==> src/rtl/input_loader_pkg.sv <==
// Shared definitions for the input loader: default geometry, FSM state
// encodings and a small width helper used by the controller, the element
// register file and the bus interface.
package input_loader_pkg;

    localparam int unsigned N_DEF = 4;   // elements per run
    localparam int unsigned W_DEF = 16;  // bits per element

    typedef enum logic [1:0] {
        ST_FILL = 2'd0,
        ST_FIRE = 2'd1,
        ST_WAIT = 2'd2
    } state_e;

    // Width of an element index; never narrower than one bit so a
    // single-element configuration still has a legal index signal.
    function automatic int unsigned idx_width(input int unsigned n);
        return (n > 1) ? $clog2(n) : 1;
    endfunction

endpackage

==> src/rtl/input_loader_if.sv <==
// Bus bundle between the input loader and its surroundings.
//   in_valid/in_data/in_ready : upstream valid/ready word stream
//   start/done                : run handshake with the network controller
//   x_flat                    : buffered elements, element i at [i*W +: W]
//   busy, count               : run status and number of buffered words
// slave  : the loader side
// master : the upstream / controller side
interface input_loader_if
    import input_loader_pkg::*;
#(
    parameter int unsigned N = N_DEF,
    parameter int unsigned W = W_DEF
) ();

    localparam int unsigned CW = $clog2(N + 1);

    logic             in_valid;
    logic [W-1:0]     in_data;
    logic             in_ready;
    logic             done;
    logic             start;
    logic [N*W-1:0]   x_flat;
    logic             busy;
    logic [CW-1:0]    count;

    modport slave (
        input  in_valid, in_data, done,
        output in_ready, start, x_flat, busy, count
    );

    modport master (
        output in_valid, in_data, done,
        input  in_ready, start, x_flat, busy, count
    );

endinterface

==> src/rtl/input_loader_x_regfile.sv <==
// Element storage for the input loader: N registers of W bits with a single
// write port (enable + index) and a flat read-out of all elements.
//   clk, rst_n : clock, asynchronous active-low reset (clears all elements)
//   wr_en      : write wr_data into element wr_idx this cycle
//   wr_idx     : element index, always < N when wr_en is high
//   wr_data    : word to store
//   x_flat     : all elements, element i at [i*W +: W]
module x_regfile
    import input_loader_pkg::*;
#(
    parameter int unsigned N  = N_DEF,
    parameter int unsigned W  = W_DEF,
    parameter int unsigned IW = idx_width(N)
) (
    input  logic            clk,
    input  logic            rst_n,
    input  logic            wr_en,
    input  logic [IW-1:0]   wr_idx,
    input  logic [W-1:0]    wr_data,
    output logic [N*W-1:0]  x_flat
);

    logic [N-1:0][W-1:0] mem_q, mem_d;

    always_comb begin
        // NOTE: every always_comb output gets a default first; otherwise the
        // unwritten paths would hold their value and infer a latch.
        mem_d = mem_q;
        if (wr_en) begin
            mem_d[wr_idx] = wr_data;
        end
    end

    // NOTE: this storage is reset on purpose -- the read-out must be zero
    // after reset, so it cannot be left as an unreset RAM-style array.
    always_ff @(posedge clk or negedge rst_n) begin
        if (!rst_n) begin
            mem_q <= '0;
        end else begin
            mem_q <= mem_d;
        end
    end

    // Packed element i already occupies bits [i*W +: W].
    assign x_flat = mem_q;

endmodule

==> src/rtl/input_loader.sv <==
// Input loader: collects N words from an upstream valid/ready stream into a
// register file, then issues a one-cycle start to the network controller and
// holds the buffered elements stable until the controller reports done.
//   clk  : rising-edge clock
//   rst  : asynchronous active-low reset
//   bus  : input_loader_if.slave (stream, start/done handshake, x_flat,
//          busy, count)
module input_loader
    import input_loader_pkg::*;
#(
    parameter int unsigned N = N_DEF,
    parameter int unsigned W = W_DEF
) (
    input  logic           clk,
    input  logic           rst,
    input_loader_if.slave  bus
);

    localparam int unsigned CW = $clog2(N + 1);
    localparam int unsigned IW = idx_width(N);

    state_e          state_q, state_d;
    logic [CW-1:0]   count_q, count_d;
    logic            wr_en;
    logic [IW-1:0]   wr_idx;

    // Next-state, counter and write-enable. Words are only taken in FILL, so
    // the buffer cannot change from FIRE until done returns the FSM to FILL;
    // done outside WAIT is simply not looked at.
    always_comb begin
        state_d = state_q;
        count_d = count_q;
        wr_en   = 1'b0;
        unique case (state_q)
            ST_FILL: begin
                if (bus.in_valid) begin
                    wr_en   = 1'b1;
                    count_d = count_q + CW'(1);
                    if (count_q == CW'(N - 1)) begin
                        state_d = ST_FIRE;
                    end
                end
            end
            ST_FIRE: begin
                state_d = ST_WAIT;
            end
            ST_WAIT: begin
                if (bus.done) begin
                    count_d = '0;
                    state_d = ST_FILL;
                end
            end
            default: begin
                state_d = ST_FILL;
                count_d = '0;
            end
        endcase
    end

    // In FILL count_q is always below N, so its low bits are the slot index.
    assign wr_idx = count_q[IW-1:0];

    always_ff @(posedge clk or negedge rst) begin
        if (!rst) begin
            state_q <= ST_FILL;
            count_q <= '0;
        end else begin
            // NOTE: registers take non-blocking assignments so every flop
            // samples pre-edge values regardless of statement order.
            state_q <= state_d;
            count_q <= count_d;
        end
    end

    x_regfile #(
        .N  (N),
        .W  (W),
        .IW (IW)
    ) u_x_regfile (
        .clk     (clk),
        .rst_n   (rst),
        .wr_en   (wr_en),
        .wr_idx  (wr_idx),
        .wr_data (bus.in_data),
        .x_flat  (bus.x_flat)
    );

    // Status decodes come straight from the state register, which keeps
    // done from reaching in_ready within the same cycle.
    assign bus.in_ready = (state_q == ST_FILL);
    assign bus.start    = (state_q == ST_FIRE);
    assign bus.busy     = (state_q != ST_FILL);
    assign bus.count    = count_q;

endmodule

==> src/flat_wrapper.sv <==
// flat-port wrapper written by rule: the top's interface ports become plain ports
module input_loader_flat import input_loader_pkg::*;
#(
    parameter int unsigned N = N_DEF,
    parameter int unsigned W = W_DEF
)
  (clk, rst, bus_in_valid, bus_in_data, bus_done, bus_in_ready, bus_start, bus_x_flat, bus_busy, bus_count);
  input_loader_if #(.N(N), .W(W)) bus_i ();
  input  logic clk;
  input  logic rst;
  input wire logic [$bits(bus_i.in_valid)-1:0] bus_in_valid;
  input wire logic [$bits(bus_i.in_data)-1:0] bus_in_data;
  input wire logic [$bits(bus_i.done)-1:0] bus_done;
  output wire logic [$bits(bus_i.in_ready)-1:0] bus_in_ready;
  output wire logic [$bits(bus_i.start)-1:0] bus_start;
  output wire logic [$bits(bus_i.x_flat)-1:0] bus_x_flat;
  output wire logic [$bits(bus_i.busy)-1:0] bus_busy;
  output wire logic [$bits(bus_i.count)-1:0] bus_count;
  assign bus_i.in_valid = bus_in_valid;
  assign bus_i.in_data = bus_in_data;
  assign bus_i.done = bus_done;
  assign bus_in_ready = bus_i.in_ready;
  assign bus_start = bus_i.start;
  assign bus_x_flat = bus_i.x_flat;
  assign bus_busy = bus_i.busy;
  assign bus_count = bus_i.count;
  input_loader #(.N(N), .W(W)) u_core (.clk(clk), .rst(rst), .bus(bus_i));
endmodule
==> config.mk <==
export PLATFORM = sky130hd
export DESIGN_NAME = input_loader_flat
export DESIGN_NICKNAME = d
export VERILOG_FILES = /design/src/rtl/input_loader_pkg.sv /design/src/rtl/input_loader_if.sv /design/src/rtl/input_loader_x_regfile.sv /design/src/rtl/input_loader.sv /design/src/flat_wrapper.sv
export SDC_FILE = /design/constraint.sdc
export NUM_CORES = 1
export LEC_CHECK = 0
export CAP_MARGIN = 10
export CORE_UTILIZATION = 50
export DETAILED_ROUTE_END_ITERATION = 10
export PLACE_DENSITY = 0.85
export SKIP_CTS_REPAIR_TIMING = 1
export SLEW_MARGIN = 0
export SYNTH_ARGS = -nofsm -noshare
export SYNTH_HDL_FRONTEND = slang
export SYNTH_SLANG_ARGS = --single-unit
==> constraint.sdc <==
create_clock -name clk -period 2.2 [get_ports clk]
set_input_delay 0.22 -clock clk [delete_from_list [all_inputs] [get_ports clk]]
set_output_delay 0.22 -clock clk [all_outputs]
set_load 0.01 [all_outputs]
* Word level (Yosys, flattened, before mapping)
Index checks and enable logic that the tools add are counted.
** Storage, ports and cells
- Input port bits :: 20
- Flip-flop bits (word level) :: 69
- Logic and storage cells :: 33
- Output and inout bits :: 70
** Operators by class
- Muxes and demuxes :: 12
- Bitwise operators :: 1
- Equality and inequality tests :: 6
- Add/sub/neg operators :: 1
- $lt $le $gt $ge :: 2
- Reductions and logical operators :: 5
** Operators by type and width (number)
- bitwise mux 64 bit :: 1
- demux 16 bit (select 2 bit) :: 1
- 2-to-1 mux 16 bit :: 1
- case mux 3 bit (3 select lines) :: 1
- 2-to-1 mux 2 bit :: 3
- 2-to-1 mux 3 bit :: 2
- case mux 2 bit (3 select lines) :: 1
- AND reduction 3 bit :: 2
- != test 2 bit (second input constant) :: 2
- adder 3 x 1 -> 3 bit (second input constant) :: 1
- equality test 3 x 2 -> 1 bit (second input constant) :: 1
- less-than comparator 2 x 3 -> 1 bit (second input constant) :: 1
- equality test 2 x 1 -> 1 bit (second input constant) :: 1
- equality test 2 bit (second input constant) :: 1
- greater-or-equal comparator 2 x 1 -> 1 bit (second input constant) :: 1
- zero test 2 bit :: 1
- 2-to-1 mux 1 bit :: 2
- != test 2 x 1 -> 1 bit (second input constant) :: 1
- nonzero test 2 bit :: 1
- logical AND 1 bit :: 1
- inverter 1 bit :: 1

* Depth between registers and ports, before layout
Gate-level depths: netlist of run 1.
- Word-level depth :: 5
- Depth in mapped cells :: 6
- Gate-level depth less buffers :: 4

* Hierarchy
A second synthesis of run 1 with hierarchy kept.
** Second synthesis, totals
- Cells, all modules :: 164
- Area, all modules :: 2700.1 um^2
** By module, submodules not included
- x_regfile :: cells each 136, times used 1, area an instance 2411.1 um^2
- input_loader :: cells each 28, times used 1, area an instance 289.0 um^2

* Worst setup path after synthesis of run 1
OpenSTA, ideal clock, no wires.
- Path type :: reg-to-reg
- Start :: register u_core.count_q[0], in the netlist u_core.bus.count[0]
- End :: register u_core.u_x_regfile.mem_q (netlist bit u_core.u_x_regfile.x_flat[0])
- Required time :: 2.075 ns
- Setup slack :: 0.636 ns
- Arrival time :: 1.439 ns
- Path buffers :: 2
- Clock period less this slack :: 1.564 ns
- Cell stages (with the launch flop) :: 7
- Path through :: dfrtp_1 > inv_1 > ha_1 > and3_1 > buf_6 > buf_12 > mux2_4
** Between the ends
- Longest elaborated chain between the ends :: 5
** RTL lines
- from (decl) :: RTL line input_loader.sv:23 : logic [CW-1:0] count_q, count_d;
- from (signal assigned) :: RTL line input_loader.sv:71 : count_q <= count_d;
- less-than comparator 2 x 3 -> 1 bit (not written as such) or greater-or-equal comparator 2 x 1 -> 1 bit (tied branches) :: RTL line input_loader_x_regfile.sv:30 : mem_d[wr_idx] = wr_data;
- logical AND 1 bit (not written as such) :: RTL line input_loader_x_regfile.sv:30
- 2-to-1 mux 16 bit (not written as such) :: RTL line input_loader_x_regfile.sv:30
- demux 16 bit (select 2 bit) (*) :: RTL line input_loader_x_regfile.sv:30
- bitwise mux 64 bit (*) :: RTL line input_loader_x_regfile.sv:30
- to (signal assigned) :: RTL line input_loader_x_regfile.sv:40 : mem_q <= mem_d;
- to (decl) :: RTL line input_loader_x_regfile.sv:23 : logic [N-1:0][W-1:0] mem_q, mem_d;
Mark *: on every way between the ends. The rest lies on a longest branch, timed or not.
A chain may end at the register's enable or synchronous reset.

* Worst setup path in the final report of run 1
- Start :: register u_core.state_q[0]
- End :: output port bus_start
** Between the ends
- Longest elaborated chain between the ends :: 1
** RTL lines
- from (decl) :: RTL line input_loader.sv:22 : state_e state_q, state_d;
- from (signal assigned) :: RTL line input_loader.sv:70 : state_q <= state_d;
- equality test 2 x 1 -> 1 bit :: RTL line input_loader.sv:91 : assign bus.start = (state_q == ST_FIRE);
- to (decl) :: RTL line flat_wrapper.sv:15 : output wire logic [$bits(bus_i.start)-1:0] bus_start;
No other way between the ends.

==> results.json, run 1 <==
{
  "root_buffer": "clkbuf_8",
  "period_needed_ns": 1.81,
  "syn2layout_area_growth_pct": 37.7,
  "netlist_area_sq_um": 2930,
  "synth_ff_type": "dfrtp_1",
  "status": "completed",
  "r2r-start": "u_core.state_q[0]",
  "cpLargestDelayFamily": "buffers and inverters",
  "cts_tree": "yes",
  "post-route-period-util": 0.821,
  "die-area_sq_um": 6180,
  "swShare": 0.299,
  "crit_chain": "inv_1 > nor2_1 > clkdlybuf4s50_1",
  "clkSinkCount": 69,
  "synth-edff-count": 0,
  "syn_avg_cell_area_sq_um": 17.3,
  "ctsHtreeMaxLevel": 3,
  "internal_power_w": 0.00448,
  "clock_skew_ns": 0.00590,
  "drv_cap": 0,
  "core_area_sq_um": 5570,
  "clockPowerShare": 0.150,
  "switchingPower_w": 0.00191,
  "die_y_um": 78.6,
  "antennaDiodeCount": 0,
  "synth-seq-cells": 69,
  "syn_nets": 195,
  "tightest_slew_ns": 0.643,
  "arrival_ns": 1.59,
  "power_frac_seq": 0.363,
  "cpMaxStageDelayCell": "clkdlybuf4s50_1",
  "rows": 27,
  "r2r_slack_ns": 0.55,
  "initial_utilization": 0.526,
  "vias_per_cell": 5.04,
  "final-max-slew-violation-count": 0,
  "fin_setup_tns_ns": 0,
  "clkTransAtPathRegs_ns": 0.07,
  "setup_viol": 0,
  "power_density_nw_per_um2": 1580,
  "crit_end": "bus_start",
  "final_nets": 295,
  "drc": 0,
  "first_iter_violations": 67,
  "ys_seq_area_frac": 0.588,
  "yosysWarningCount": 0,
  "met3_usage": 0.0430,
  "fin_ws_ns": 0.394,
  "grt_util_all_layers": 0.211,
  "numCtsBuffers": 9,
  "slew_headroom": 0.571,
  "syn_inst": 170,
  "start_kind": "register",
  "worstSetupPathType": "reg -> out",
  "insertion_delay_ns": 0.33,
  "cp.required_ns": 1.98,
  "hold_viol": 0,
  "r2r-end": "u_core.u_x_regfile.x_flat[63]",
  "place_congestion": 0.773,
  "max_freq_mhz": 554,
  "layout_commonest_cell": "clkdlybuf4s50_1",
  "portBuffers": 89,
  "cp-end-kind": "output pin",
  "wirelength_um": 5900,
  "place_ws_ns": 0.418,
  "reg2reg_depth": 4,
  "dp_hpwl_um": 4160,
  "grt_setup_unrepaired": "false",
  "met2_usage": 0.311,
  "final_cell_mix": "clkdlybuf4s50_1 (88), dfrtp_1 (69), mux2_4 (40), mux2_2 (24), clkbuf_8 (9)",
  "gr-usage-met1": 0.299,
  "ir_drop_v": 0.000788,
  "crit_path_max_incr_delay_ns": 0.55,
  "num-fill-cells": 390,
  "worst-path-max-fanout": 6,
  "ioPinCount": 90,
  "cp-startpoint": "u_core.state_q[0]",
  "grt_overflow": 0,
  "cts_buffer_depth": 2,
  "placedInstanceArea_sq_um": 3850,
  "grt.busiest_layer": "met2",
  "total_leakage_power_nw": 1.81,
  "combPwrFrac": 0.487,
  "ys_types": 19,
  "grt_max_degree": 43,
  "vias": 1743,
  "fin_area_sq_um": 4040,
  "first_global_vias": 1756,
  "ant_nets": 0,
  "die_w_um": 78.6,
  "grt_first_pass_wirelength_um": 9570,
  "layout-drive-gt1-share": 0.328,
  "firstDrtPassIters": 4,
  "crit_cells": 3,
  "wl_per_cell_um": 17.1,
  "async_flop_share": 1.00,
  "antenna_found_initial": 0,
  "hp-class": "in -> async",
  "cp.buffers_inverters": 2
}
routing by layer:
| metal | up-vias | part of all wire | routed length [um] |
|---|---|---|---|
| li1 | 796 | - | - |
| met1 | 880 | 0.46 | 2710 |
| met2 | 59 | 0.47 | 2790 |
| met3 | 8 | 0.054 | 317 |
| met4 | 0 | 0.014 | 80 |
| met5 | - | 0 | 0 |
worst register-to-register path, stage by stage, from the launching register on:
cell,delay [ns]
dfrtp_1,0.46
nor2_4,0.23
and3_1,0.22
buf_4,0.25
mux2_2,0.37
worst min path at each step:
stage | start | endpoint | slack (ns) | cells past startpoint
after floorplan | rst | u_core.bus.count[0] | -0.08 | 0
after CTS | rst | u_core.u_x_regfile.x_flat[27] | -0.08 | 1
final | rst | u_core.u_x_regfile.x_flat[9] | 0.44 | 2
after global routing | rst | u_core.u_x_regfile.x_flat[9] | 0.51 | 2
after detailed placement | rst | u_core.u_x_regfile.x_flat[9] | 0.28 | 1
after global placement | rst | u_core.u_x_regfile.x_flat[9] | 0.28 | 1
power by group through the flow:
stage	clock, W	combinational (W)	sequential [W]
after detailed placement	0	0.00313	0.00234
after global placement	0	0.00305	0.00232
after global routing	0.00104	0.00330	0.00240
final	0.000956	0.00311	0.00232
after floorplan	0	0.00135	0.00257
after CTS	0.000988	0.00315	0.00233
cell families after synthesis:
| family | Yosys count | synth area share |
|---|---|---|
| DFF | 69 | 0.588 |
| AOI/OAI and AO/OA | 6 | 0.0175 |
| and+or+nand+nor | 12 | 0.0256 |
| adders and majority gates | 5 | 0.0213 |
| muxes | 64 | 0.297 |
| buffers and inverters | 14 | 0.0503 |
through the flow:
step                power [W]  utilization  hold WS, ns  std cells
floorplan             0.00392            -      -0.0756        170
CTS                   0.00646        0.723      -0.0832        345
finish                0.00638        0.725        0.443        346
global placement      0.00537        0.691        0.283        330
global route          0.00674        0.725        0.509        346
detailed placement    0.00546        0.691        0.279        330
registers in the layout, summed over array words and instances (netlist names):
signal / count
u_core.state_q: 2
u_core.bus.count: 3
u_core.u_x_regfile.x_flat: 64
synth_stat cells (2+ instances only):
library cell,count,area [sq um]
and3_2,2,15.0
inv_1,6,22.5
buf_12,4,80.1
buf_6,4,45.0
and3_1,4,25.0
nor2_1,2,7.51
mux2_4,40,601
mux2_2,24,270
ha_1,5,62.6
dfrtp_1,69,1730
nor3_1,2,10.0
area by class of cell:
cell class,count,area (sq um),share of cell area
well taps,72,90.1,0.0223
repair buffers,97,961,0.238
clock inverters,5,52.6,0.0130
multi-input cells,87,1060,0.262
flip-flops and latches,69,1730,0.427
inverters,6,22.5,0.00557
clock buffers,10,128,0.0316
No activity file was read; power rests on OpenSTA's default activity.
==> run 2: changes to the inputs <==
--- a/config.mk
+++ b/config.mk
@@ -6,9 +6,9 @@
 export NUM_CORES = 1
 export LEC_CHECK = 0
 export CAP_MARGIN = 10
-export CORE_UTILIZATION = 50
+export CORE_UTILIZATION = 46
 export DETAILED_ROUTE_END_ITERATION = 10
-export PLACE_DENSITY = 0.85
+export PLACE_DENSITY = 0.79
 export SKIP_CTS_REPAIR_TIMING = 1
 export SLEW_MARGIN = 0
 export SYNTH_ARGS = -nofsm -noshare
==> constraint.sdc (replaced) <==
create_clock -name clk -period 1.86 [get_ports clk]
set_input_delay 0.186 -clock clk [delete_from_list [all_inputs] [get_ports clk]]
set_output_delay 0.186 -clock clk [all_outputs]
set_load 0.01 [all_outputs]
==> run 2 against run 1 <==
Die area increased by 8.5%. Register-to-register slack got worse by 0.27 ns. First-iteration DRC count grew 16%.
==> results.json, run 2 (same netlist as run 1, synthesis figures left out) <==
{
  "largest_reg_flops": 64,
  "final_nets": 298,
  "die-area_sq_um": 6700,
  "ctsHtreeMaxLevel": 3,
  "grt_util_all_layers": 0.193,
  "r2r_slack_ns": 0.28,
  "reg2reg_depth": 5,
  "layout-drive-gt1-share": 0.338,
  "final-max-slew-violation-count": 0,
  "start_kind": "register",
  "total_leakage_power_nw": 1.82,
  "grt_first_pass_wirelength_um": 9300,
  "firstDrtPassIters": 4,
  "vias_per_cell": 5.01,
  "antennaDiodeCount": 0,
  "max_freq_mhz": 565,
  "clkTransAtPathRegs_ns": 0.07,
  "hold_viol": 0,
  "dp_hpwl_um": 4370,
  "r2r-end": "u_core.u_x_regfile.x_flat[33]",
  "place_congestion": 0.776,
  "cts_buffer_depth": 2,
  "wirelength_um": 5980,
  "slew_headroom": 0.663,
  "initial_utilization": 0.487,
  "antenna_found_initial": 0,
  "wl_per_cell_um": 17.0,
  "hp-class": "in -> async",
  "fin_hold_ws_ns": 0.366,
  "ioPinCount": 90,
  "post-route-period-util": 0.952,
  "fin_setup_tns_ns": 0,
  "status": "completed",
  "arrival_ns": 1.59,
  "cp-end-kind": "output pin",
  "worst-path-max-fanout": 9,
  "tightest_slew_ns": 0.505,
  "first_global_vias": 1733,
  "setup_viol": 0,
  "grt_overflow": 0,
  "period_needed_ns": 1.77,
  "grt_setup_unrepaired": "false",
  "drc": 0,
  "power_density_nw_per_um2": 1830,
  "ir_drop_v": 0.000863,
  "numCtsBuffers": 9,
  "syn2layout_area_growth_pct": 39.2,
  "ant_nets": 0,
  "clock_skew_ns": 0.00639,
  "final_cell_mix": "clkdlybuf4s50_1 (88), dfrtp_1 (68), mux2_4 (40), mux2_2 (24), clkbuf_8 (9)",
  "core_area_sq_um": 6030,
  "portBuffers": 89,
  "cts_tree": "yes",
  "r2r-start": "u_core.bus.count[0]",
  "cp.required_ns": 1.67,
  "drv_cap": 0,
  "clkSinkCount": 69,
  "rows": 28,
  "die_y_um": 81.9,
  "grt_max_degree": 41,
  "insertion_delay_ns": 0.33,
  "worstSetupPathType": "reg -> out",
  "layout_commonest_cell": "clkdlybuf4s50_1",
  "vias": 1769,
  "root_buffer": "clkbuf_8",
  "die_w_um": 81.9,
  "first_iter_violations": 78
}
-- run 2: changes by cell type in the layout (fill, tap and decap cells not counted), sizes merged --
cell / change
buf: +3
bufinv: -1
clkbuf: +1
clkinv: +1
-- run 2: worst max-delay path by stage --
| stage | end | cells past startpoint | slack (ns) | start |
|---|---|---|---|---|
| 2_1_floorplan | u_core.u_x_regfile.x_flat[0] | 6 | 0.30 | u_core.bus.count[0] |
| 3_3_place_gp | u_core.u_x_regfile.x_flat[51] | 4 | 0.19 | bus_in_valid |
| 3_5_place_dp | u_core.u_x_regfile.x_flat[33] | 4 | 0.17 | bus_in_valid |
| 4_1_cts | bus_start | 3 | 0.04 | u_core.state_q[0] |
| 5_1_grt | bus_in_ready | 2 | 0.05 | u_core.state_q[0] |
| 6_report | bus_in_ready | 2 | 0.09 | u_core.state_q[0] |
-- run 2: through the flow --
stage / utilization / worst slack [ns] / std cells / area (sq um) / power [W]
2_1_floorplan: - / 0.296 / 170 / 2930 / 0.00464
3_5_place_dp: 0.650 / 0.166 / 336 / 3910 / 0.00656
3_3_place_gp: 0.650 / 0.188 / 336 / 3910 / 0.00645
5_1_grt: 0.678 / 0.0458 / 353 / 4080 / 0.00795
4_1_cts: 0.676 / 0.0428 / 352 / 4070 / 0.00760
6_report: 0.678 / 0.0888 / 353 / 4080 / 0.00749
-- run 2: where the power goes --
part	internal [W]	switching, W
Combinational	0.00248	0.00125
Clock	0.000475	0.000531
Sequential	0.00226	0.000487
-- run 2: routing by layer --
metal,global-route usage,vias to the layer above,part of all wire
met3,0.0444,10,0.063
met4,0.0895,0,0.013
met1,0.265,879,0.47
li1,-,810,-
met5,0,-,0
met2,0.291,70,0.46
-- run 2: critical path: stages (launching register included) --
cell and delay [ns]:
dfrtp_2 0.46, nor2_4 0.22, clkdlybuf4s50_1 0.57
-- run 2: layout make-up --
cell class,instances,area [sq um]
multi-input cells,87,1060
clock inverters,5,27.5
well taps,75,93.8
repair buffers,100,1020
flip-flops and latches,69,1730
inverters,6,22.5
clock buffers,11,131
fillers,440,1940
==> run 3: changes to the inputs <==
--- a/config.mk
+++ b/config.mk
@@ -6,9 +6,12 @@
 export NUM_CORES = 1
 export LEC_CHECK = 0
 export CAP_MARGIN = 10
-export CORE_UTILIZATION = 46
+export CELL_PAD_IN_SITES_DETAIL_PLACEMENT = 0
+export CELL_PAD_IN_SITES_GLOBAL_PLACEMENT = 2
+export CORE_UTILIZATION = 43
 export DETAILED_ROUTE_END_ITERATION = 10
-export PLACE_DENSITY = 0.79
+export DONT_BUFFER_PORTS = 1
+export PLACE_DENSITY_LB_ADDON = 0.1
 export SKIP_CTS_REPAIR_TIMING = 1
 export SLEW_MARGIN = 0
 export SYNTH_ARGS = -nofsm -noshare
==> run 3 against run 2 <==
The flow now finishes with violations (design-rule violations). Register-to-register slack lost 0.06 ns. Clock skew hardly changed. Clock power rose by 17%. Critical path depth rose by 2. Final area decreased by 17%. Setup slack gained 0.13 ns. Combinational power decreased by 51%. Non-clock buffer count decreased by 73. Sequential share of layout area rose by 8.7 points. Critical endpoint is now u_core.u_x_regfile.x_flat[17].
==> results.json, run 3 (same netlist as run 1, synthesis figures left out) <==
{
  "status": "finished, violations left",
  "vias": 1506,
  "die_w_um": 84.6,
  "numCtsBuffers": 9,
  "antennaDiodeCount": 0,
  "ant_nets": 0,
  "start_kind": "register",
  "cts_buffer_depth": 2,
  "rows": 29,
  "worstSetupPathType": "reg -> reg",
  "root_buffer": "clkbuf_8",
  "layout_commonest_cell": "dfrtp_1",
  "final_nets": 225,
  "wl_per_cell_um": 20.0,
  "syn2layout_area_growth_pct": 15.5,
  "drc": 9,
  "wirelength_um": 5630,
  "grt_util_all_layers": 0.164,
  "cpMaxStageDelayCell": "dfrtp_1",
  "grt_first_pass_wirelength_um": 8850,
  "max_freq_mhz": 610,
  "slew_headroom": 0.783,
  "dp_cells": 248,
  "place_ws_ns": 0.208,
  "worst-path-max-fanout": 9,
  "layout-drive-gt1-share": 0.449,
  "switchingPower_w": 0.00209,
  "portBuffers": 0,
  "power_frac_seq": 0.515,
  "crit_path_max_incr_delay_ns": 0.45,
  "power_density_nw_per_um2": 1840,
  "grt_setup_unrepaired": "false",
  "die_y_um": 84.6,
  "cp.required_ns": 2.07,
  "post-route-period-util": 0.882,
  "tightest_slew_ns": 0.326,
  "clkSinkCount": 69,
  "total_leakage_power_nw": 1.56,
  "dp_hpwl_um": 3880,
  "combPwrFrac": 0.295,
  "arrival_ns": 1.85,
  "core_area_sq_um": 6460,
  "fin_ws_ns": 0.219,
  "swShare": 0.336,
  "fin_setup_tns_ns": 0,
  "initial_utilization": 0.454,
  "final-max-slew-violation-count": 0,
  "final_util": 0.525,
  "crit_chain": "nor2_4 > and3_1 > buf_4 > mux2_2",
  "violations": "design-rule violations",
  "period_needed_ns": 1.64,
  "internal_power_w": 0.00414,
  "hp-class": "in -> reg",
  "clockPowerShare": 0.190,
  "drv_cap": 0,
  "vias_per_cell": 5.34,
  "first_iter_violations": 43,
  "cp-end-kind": "register",
  "ctsHtreeMaxLevel": 3,
  "hold_viol": 0,
  "place_congestion": 0.801,
  "grt_overflow": 0,
  "total_power_w": 0.00623,
  "ioPinCount": 90,
  "insertion_delay_ns": 0.33,
  "grt_max_degree": 70,
  "ir_drop_v": 0.000701,
  "antenna_found_initial": 0,
  "largest_reg_flops": 64,
  "setup_viol": 0,
  "firstDrtPassIters": 11,
  "die-area_sq_um": 7160,
  "final_cell_mix": "dfrtp_1 (69), mux2_4 (40), mux2_2 (24), dlygate4sd3_1 (17), clkbuf_8 (10)",
  "stdcell_count": 282,
  "first_global_vias": 1624,
  "cts_tree": "yes",
  "clkTransAtPathRegs_ns": 0.07,
  "clock_skew_ns": 0.00612
}
## run 3: worst max-delay path, delay by kind of cell (launching register included)
family / cells / cell delay, ns
buf+inv: 1 / 0.20
flops: 1 / 0.45
simple gates: 2 / 0.53
mux: 1 / 0.34
## run 3: power by group through the flow
stage	Sequential, W	Combinational (W)	Clock (W)
after floorplan	0.00304	0.00160	0
after CTS	0.00322	0.00179	0.00123
final	0.00321	0.00184	0.00118
after global routing	0.00330	0.00200	0.00130
after global placement	0.00323	0.00173	0
after detailed placement	0.00324	0.00179	0
## run 3: worst paths after layout
path                                                  to                          start  cells after the start  slack [ns]
setup / recovery           u_core.u_x_regfile.x_flat[17]              u_core.state_q[0]                      4        0.22
setup reg to reg           u_core.u_x_regfile.x_flat[17]              u_core.state_q[0]                      4        0.22
min in group asynchronous  u_core.u_x_regfile.x_flat[25]                            rst                      2        0.40
max in group asynchronous   u_core.u_x_regfile.x_flat[3]                            rst                      2        1.19
hold / removal             u_core.u_x_regfile.x_flat[50]                 bus_in_data[2]                      1       0.005
hold reg to reg            u_core.u_x_regfile.x_flat[31]  u_core.u_x_regfile.x_flat[31]                      1        0.58
## run 3: metrics by stage
step / hold slack (ns) / cell area (sq um)
2_1_floorplan: -0.110 / 2930
3_3_place_gp: -0.108 / 3000
3_5_place_dp: -0.108 / 3000
4_1_cts: -0.478 / 3190
5_1_grt: 0.000698 / 3390
6_report: 0.00548 / 3390
## run 3: layer usage
layer  part of all wire  global-route usage  vias up
li1                   -                   -      661
met1               0.43               0.205      774
met2               0.47               0.251       59
met3              0.079              0.0649       12
met4              0.016              0.0786        0
met5                  0                   0        -
## run 3: cell type report
type | instances | area (sq um)
repair buffers | 27 | 290
inverters | 6 | 22.5
clock inverters | 4 | 47.5
flip-flops and latches | 69 | 1730
multi-input cells | 87 | 1060
fillers | 542 | 3070
well taps | 77 | 96.3
clock buffers | 12 | 145
